--- src/rtl/hazard_pkg.sv ---
// ============================================================================
//  Module      : hazard_pkg
//  Description : Shared types and constants for the pipeline hazard
//                controller: forwarding-select encoding, the load result
//                source code, the per-stage destination record and the
//                forwarding-priority helper.
//  Revision    : 1.0 - initial release
// ============================================================================
`default_nettype none

package hazard_pkg;

    // Register address width carried inside a stage record. The top-level
    // REG_ADDR_W parameter must match this value.
    localparam int REC_ADDR_W = 5;

    // result_src encoding that marks a load (data arrives from memory late)
    localparam logic [1:0] RESULT_SRC_LOAD = 2'b01;

    // EX-stage operand forwarding mux select; 2'b11 is never generated
    typedef enum logic [1:0] {
        FWD_RF  = 2'b00,
        FWD_WB  = 2'b01,
        FWD_MEM = 2'b10
    } fwd_sel_t;

    // Per-stage record; the all-zero value is a bubble
    typedef struct packed {
        logic [REC_ADDR_W-1:0] rs1;
        logic [REC_ADDR_W-1:0] rs2;
        logic [REC_ADDR_W-1:0] rd;
        logic                  reg_write;
        logic [1:0]            result_src;
    } stage_rec_t;

    // Select the forwarding source for one EX operand. The younger MEM
    // producer overrides WB; writes to x0 are never forwarded.
    function automatic fwd_sel_t fwd_select(
        input logic [REC_ADDR_W-1:0] rs,
        input logic [REC_ADDR_W-1:0] m_rd,
        input logic                  m_we,
        input logic [REC_ADDR_W-1:0] w_rd,
        input logic                  w_we
    );
        fwd_sel_t sel;
        sel = FWD_RF;
        if (w_we && (w_rd != '0) && (w_rd == rs)) begin
            sel = FWD_WB;
        end
        if (m_we && (m_rd != '0) && (m_rd == rs)) begin
            sel = FWD_MEM;
        end
        return sel;
    endfunction

endpackage

`default_nettype wire

--- src/rtl/hazard_stage_reg.sv ---
// ============================================================================
//  Module      : hazard_stage_reg
//  Description : One pipeline-stage record register. Asynchronous active-high
//                reset and a synchronous clear, both of which load a bubble.
//  Ports       : clk      - core clock
//                reset    - asynchronous active-high reset
//                i_clear  - load a bubble on the next clock edge
//                i_rec    - record from the previous stage
//                o_rec    - registered record for this stage
//  Revision    : 1.0 - initial release
// ============================================================================
`default_nettype none

module hazard_stage_reg
    import hazard_pkg::*;
(
    input  logic       clk,
    input  logic       reset,
    input  logic       i_clear,
    input  stage_rec_t i_rec,
    output stage_rec_t o_rec
);

    stage_rec_t r_rec;

    always_ff @(posedge clk or posedge reset) begin
        if (reset) begin
            r_rec <= '0;
        end else if (i_clear) begin
            r_rec <= '0;
        end else begin
            r_rec <= i_rec;
        end
    end

    assign o_rec = r_rec;

endmodule

`default_nettype wire

--- src/rtl/hazard_ctrl.sv ---
// ============================================================================
//  Module      : hazard_ctrl
//  Description : Pipeline hazard controller for a 5-stage core. Tracks the
//                E/M/W destination records in step with the datapath and
//                produces EX-stage forwarding selects, load-use stalls and
//                branch flushes. All outputs are combinational from the
//                internal records and the current Decode/branch inputs.
//  Ports       : clk, reset               - clock, async active-high reset
//                rs1_d, rs2_d, rd_d       - Decode register fields
//                reg_write_d              - Decode instruction writes RF
//                result_src_d             - Decode result source (01 = load)
//                pc_src_e                 - taken branch/jump resolved in EX
//                forward_a_e, forward_b_e - EX operand forwarding selects
//                stall_f, stall_d         - hold PC / F-D register
//                flush_d, flush_e         - clear F-D / D-E register
//  Revision    : 1.0 - initial release
// ============================================================================
`default_nettype none

module hazard_ctrl
    import hazard_pkg::*;
#(
    parameter int REG_ADDR_W = 5
) (
    input  logic                  clk,
    input  logic                  reset,
    input  logic [REG_ADDR_W-1:0] rs1_d,
    input  logic [REG_ADDR_W-1:0] rs2_d,
    input  logic [REG_ADDR_W-1:0] rd_d,
    input  logic                  reg_write_d,
    input  logic [1:0]            result_src_d,
    input  logic                  pc_src_e,
    output logic [1:0]            forward_a_e,
    output logic [1:0]            forward_b_e,
    output logic                  stall_f,
    output logic                  stall_d,
    output logic                  flush_d,
    output logic                  flush_e
);

    stage_rec_t w_rec_d;
    stage_rec_t w_rec_e;
    stage_rec_t w_rec_m;
    stage_rec_t w_rec_w;
    logic       w_lw_stall;
    logic       w_flush_e;
    fwd_sel_t   w_fwd_a;
    fwd_sel_t   w_fwd_b;

    assign w_rec_d = '{rs1:        rs1_d,
                       rs2:        rs2_d,
                       rd:         rd_d,
                       reg_write:  reg_write_d,
                       result_src: result_src_d};

    // E is bubbled on flush; M and W never stall or clear, they just follow.
    hazard_stage_reg u_stage_e (
        .clk     (clk),
        .reset   (reset),
        .i_clear (w_flush_e),
        .i_rec   (w_rec_d),
        .o_rec   (w_rec_e)
    );

    hazard_stage_reg u_stage_m (
        .clk     (clk),
        .reset   (reset),
        .i_clear (1'b0),
        .i_rec   (w_rec_e),
        .o_rec   (w_rec_m)
    );

    hazard_stage_reg u_stage_w (
        .clk     (clk),
        .reset   (reset),
        .i_clear (1'b0),
        .i_rec   (w_rec_m),
        .o_rec   (w_rec_w)
    );

    // Only destination info of the WB record is consumed.
    logic w_unused_w_fields;
    assign w_unused_w_fields = ^{w_rec_w.rs1, w_rec_w.rs2, w_rec_w.result_src};

    assign w_fwd_a = fwd_select(w_rec_e.rs1, w_rec_m.rd, w_rec_m.reg_write,
                                w_rec_w.rd, w_rec_w.reg_write);
    assign w_fwd_b = fwd_select(w_rec_e.rs2, w_rec_m.rd, w_rec_m.reg_write,
                                w_rec_w.rd, w_rec_w.reg_write);

    // A load in E whose data the Decode instruction needs: hold F/D one
    // cycle and bubble E. Load data is then forwarded from WB.
    assign w_lw_stall = (w_rec_e.result_src == RESULT_SRC_LOAD) &&
                        (w_rec_e.rd != '0) &&
                        ((w_rec_e.rd == rs1_d) || (w_rec_e.rd == rs2_d));

    assign w_flush_e = w_lw_stall | pc_src_e;

    assign forward_a_e = w_fwd_a;
    assign forward_b_e = w_fwd_b;
    // A taken branch kills the Decode instruction, so stalling it is moot.
    assign stall_f     = w_lw_stall & ~pc_src_e;
    assign stall_d     = w_lw_stall & ~pc_src_e;
    assign flush_d     = pc_src_e;
    assign flush_e     = w_flush_e;

endmodule

`default_nettype wire

--- config.mk ---
export PLATFORM = sky130hd
export DESIGN_NAME = hazard_ctrl
export DESIGN_NICKNAME = d
export VERILOG_FILES = /design/src/rtl/hazard_pkg.sv /design/src/rtl/hazard_stage_reg.sv /design/src/rtl/hazard_ctrl.sv
export SDC_FILE = /design/constraint.sdc
export NUM_CORES = 1
export LEC_CHECK = 0
export CORE_MARGIN = 3
export CORE_UTILIZATION = 50
export DETAILED_ROUTE_END_ITERATION = 6
export PLACE_DENSITY_LB_ADDON = 0.25
export SLEW_MARGIN = 20
export SYNTH_ARGS = -nofsm -noshare
export SYNTH_HDL_FRONTEND = slang
export SYNTH_SLANG_ARGS = --single-unit
--- constraint.sdc ---
create_clock -name clk -period 4.9 [get_ports clk]
set_clock_uncertainty 0.05 [all_clocks]
set_input_delay 0.735 -clock clk [delete_from_list [all_inputs] [get_ports clk]]
set_output_delay 0.735 -clock clk [all_outputs]
set_load 0.05 [all_outputs]
==> results.json <==
{
  "status": "complete, no violations",
  "cp_common_cell": "clkdlybuf4s50_1",
  "finalSetupViolCount": 0,
  "cts_hold_buf": 0,
  "grt_max_degree": 31,
  "final_cells": 186,
  "htreeDepth": 2,
  "cap_violations": 0,
  "fin_nets": 176,
  "final_core_util": 0.684,
  "relSlewSlack": 0.504,
  "cts-root-buf": "clkbuf_4",
  "slowest_stage": "clkdlybuf4s50_1",
  "mappedNetlistArea_sq_um": 1410,
  "tns_ns": 0,
  "avgRoutedWirePerCell_microns": 13.4,
  "cts_resized": 0,
  "grt_antenna_before_repair": 0,
  "cp_top_family": "buffers and inverters",
  "drt-pass1-iter-count": 4,
  "rsz0062_at_grt": "false",
  "start_util": 0.546,
  "path_buf_inv": 2,
  "ant_nets": 0,
  "finalMaxSlewViolations": 0,
  "period_needed_ns": 3.62,
  "grtUsageMet1": 0.189,
  "vias_per_cell": 5.23,
  "layout-drive-gt1-share": 0.0897,
  "placed_cells": 178,
  "drt_iter0_drc": 10,
  "crit_path_start_kind": "input port",
  "final_hold_viol_count": 0,
  "cts_tree": "built",
  "clock_path_buffers": 2,
  "clock_sink_count": 30,
  "crit_path_end_kind": "primary output",
  "synth_seq_cells": 30,
  "fillerInstances": 203,
  "synth.avg_cell_area_sq_um": 11.1,
  "period_share": 0.738,
  "synth.yosys.seq_area_share": 0.531,
  "die_area_sq_um": 3500,
  "portBuffers": 28,
  "min_path_type": "reg2reg",
  "met2_usage": 0.301,
  "clkLatencyLatePin_ns": 0.31,
  "path_clk_slew_ns": 0.09,
  "post-cts-setup-buffer-count": 0,
  "syn_inst": 127,
  "p_leak_nw": 0.786,
  "std_cell_rows": 18,
  "mostFrequentLayoutCell": "dfrtp_1",
  "final_cell_mix": "dfrtp_1 (30), clkdlybuf4s50_1 (28), nand2b_1 (18), a21oi_1 (18), xnor2_1 (16)",
  "synth-adder-area-share": 0,
  "syn-num-nets": 148,
  "place_ws_ns": 1.27,
  "busiest_layer": "met2",
  "routabilityCongestion": 0.822,
  "yosys-mux-area-fraction": 0,
  "core_area_sq_um": 2590,
  "powerDensity_nw_per_um2": 283,
  "overflow": 0,
  "grtUsageTotal": 0.172,
  "synth-compound-area-share": 0.0832,
  "num_io_pins": 29,
  "area_growth_pct": 25.2,
  "worstMarginPinSlew_ns": 0.743,
  "grt_pass1_wl_microns": 4410,
  "peakVddDrop_mv": 0.200,
  "antenna_cells": 0,
  "crit_type": "in2out",
  "synth_xor_area_frac": 0.186,
  "cp_max_fo": 5,
  "arrival_ns": 2.83,
  "yosysWarnings": 0,
  "timing.fmax_mhz": 276,
  "fin_ws_ns": 1.28,
  "cpPeakStageDelay_ns": 0.81,
  "synthDistinctLibCells": 22,
  "met3_usage": 0.0523,
  "drt_wl_total_microns": 2490,
  "die_w_microns": 59.2,
  "via_count": 973,
  "path_cells": "clkdlybuf4s50_1, xnor2_1, nand3_1, o22ai_1, and3b_1, clkdlybuf4s50_1",
  "die_y_microns": 59.2,
  "drc": 0,
  "grt_pass1_vias": 1028,
  "synth-simple-area-share": 0.169,
  "synth_top_family_by_area": "XOR/XNOR gates",
  "cts_inserted_buffers": 5,
  "critPathRequiredTime_ns": 4.12
}
## power breakdown
part | switching [mW] | internal (mW)
logic | 0.0379 | 0.0425
registers | 0.0140 | 0.261
clock network | 0.0763 | 0.0694
total | 0.128 | 0.373
## cell families (layout without fill, tap and decap cells)
family                    Yosys count  in the layout
buffers and inverters               9             38
DFF                                30             30
xor gates and xnor gates           30             30
AOI/OAI and AO/OA                  22             22
and+or+nand+nor                    36             36
## path summary, 6_finish.rpt
kind	end	start	slack, ns	cells past startpoint
max in group asynchronous	u_stage_e.o_rec[6]	reset	3.68	2
worst min-delay path	u_stage_m.o_rec[2]	u_stage_e.o_rec[2]	0.31	0
min in group asynchronous	u_stage_m.o_rec[2]	reset	0.74	2
worst max register to register	u_stage_e.o_rec[5]	u_stage_e.o_rec[3]	3.23	4
worst max-delay path	stall_d	rs1_d[2]	1.28	6
worst min register to register	u_stage_m.o_rec[2]	u_stage_e.o_rec[2]	0.31	0
## registers in the layout (all words and copies together), names as in the netlist
signal and count:
u_stage_e.o_rec 18, u_stage_m.o_rec 6, u_stage_w.o_rec 6
## worst reg2reg max path: stages, from the launching register on
cell	delay [ns]
dfrtp_1	0.44
or4_1	0.56
nor2_1	0.20
nor3b_4	0.15
a21oi_1	0.20
## cell type report
class                      instances  area, sq um  share of cell area
sequential                        30          751               0.424
tap                               30         37.5              0.0212
clock inverter                     1         5.00             0.00283
inverter                           1         3.75             0.00212
clock buffer                       7         55.1              0.0311
timing repair buffer              29          288               0.163
multi-input combinational         88          631               0.356
## synth_stat cells
library cell   n  area share
o21ai_1        1      0.0035
a21o_1         1      0.0053
nand3_1        4       0.014
nor4_1         2      0.0088
xor2_1        14       0.087
nor4_2         2       0.018
buf_2          2      0.0071
xnor2_1       16       0.099
inv_1          1      0.0027
a21oi_1       18       0.064
nor2_1         1      0.0027
o22ai_1        1      0.0044
buf_4          2       0.011
nand2b_1      18       0.080
o21ai_2        1      0.0062
nor3b_1        1      0.0053
or4_4          1      0.0080
and3b_1        1      0.0062
nand2_1        2      0.0053
or4_1          4       0.021
clkbuf_1       4       0.011
dfrtp_1       30        0.53
## metrics by stage
stage / area, sq um / power [mW] / hold slack (ns)
floorplan: 1410 / 0.329 / 0.281
global placement: 1700 / 0.358 / 0.282
detailed placement: 1700 / 0.360 / 0.291
CTS: 1760 / 0.506 / 0.312
global route: 1770 / 0.528 / 0.326
finish: 1770 / 0.501 / 0.309
## per-layer routing
metal,part of all wire,up-vias
met4,0.020,0
met2,0.54,35
met5,0,-
li1,-,477
met1,0.38,451
met3,0.058,10
Power figures use the tool's default switching activity.
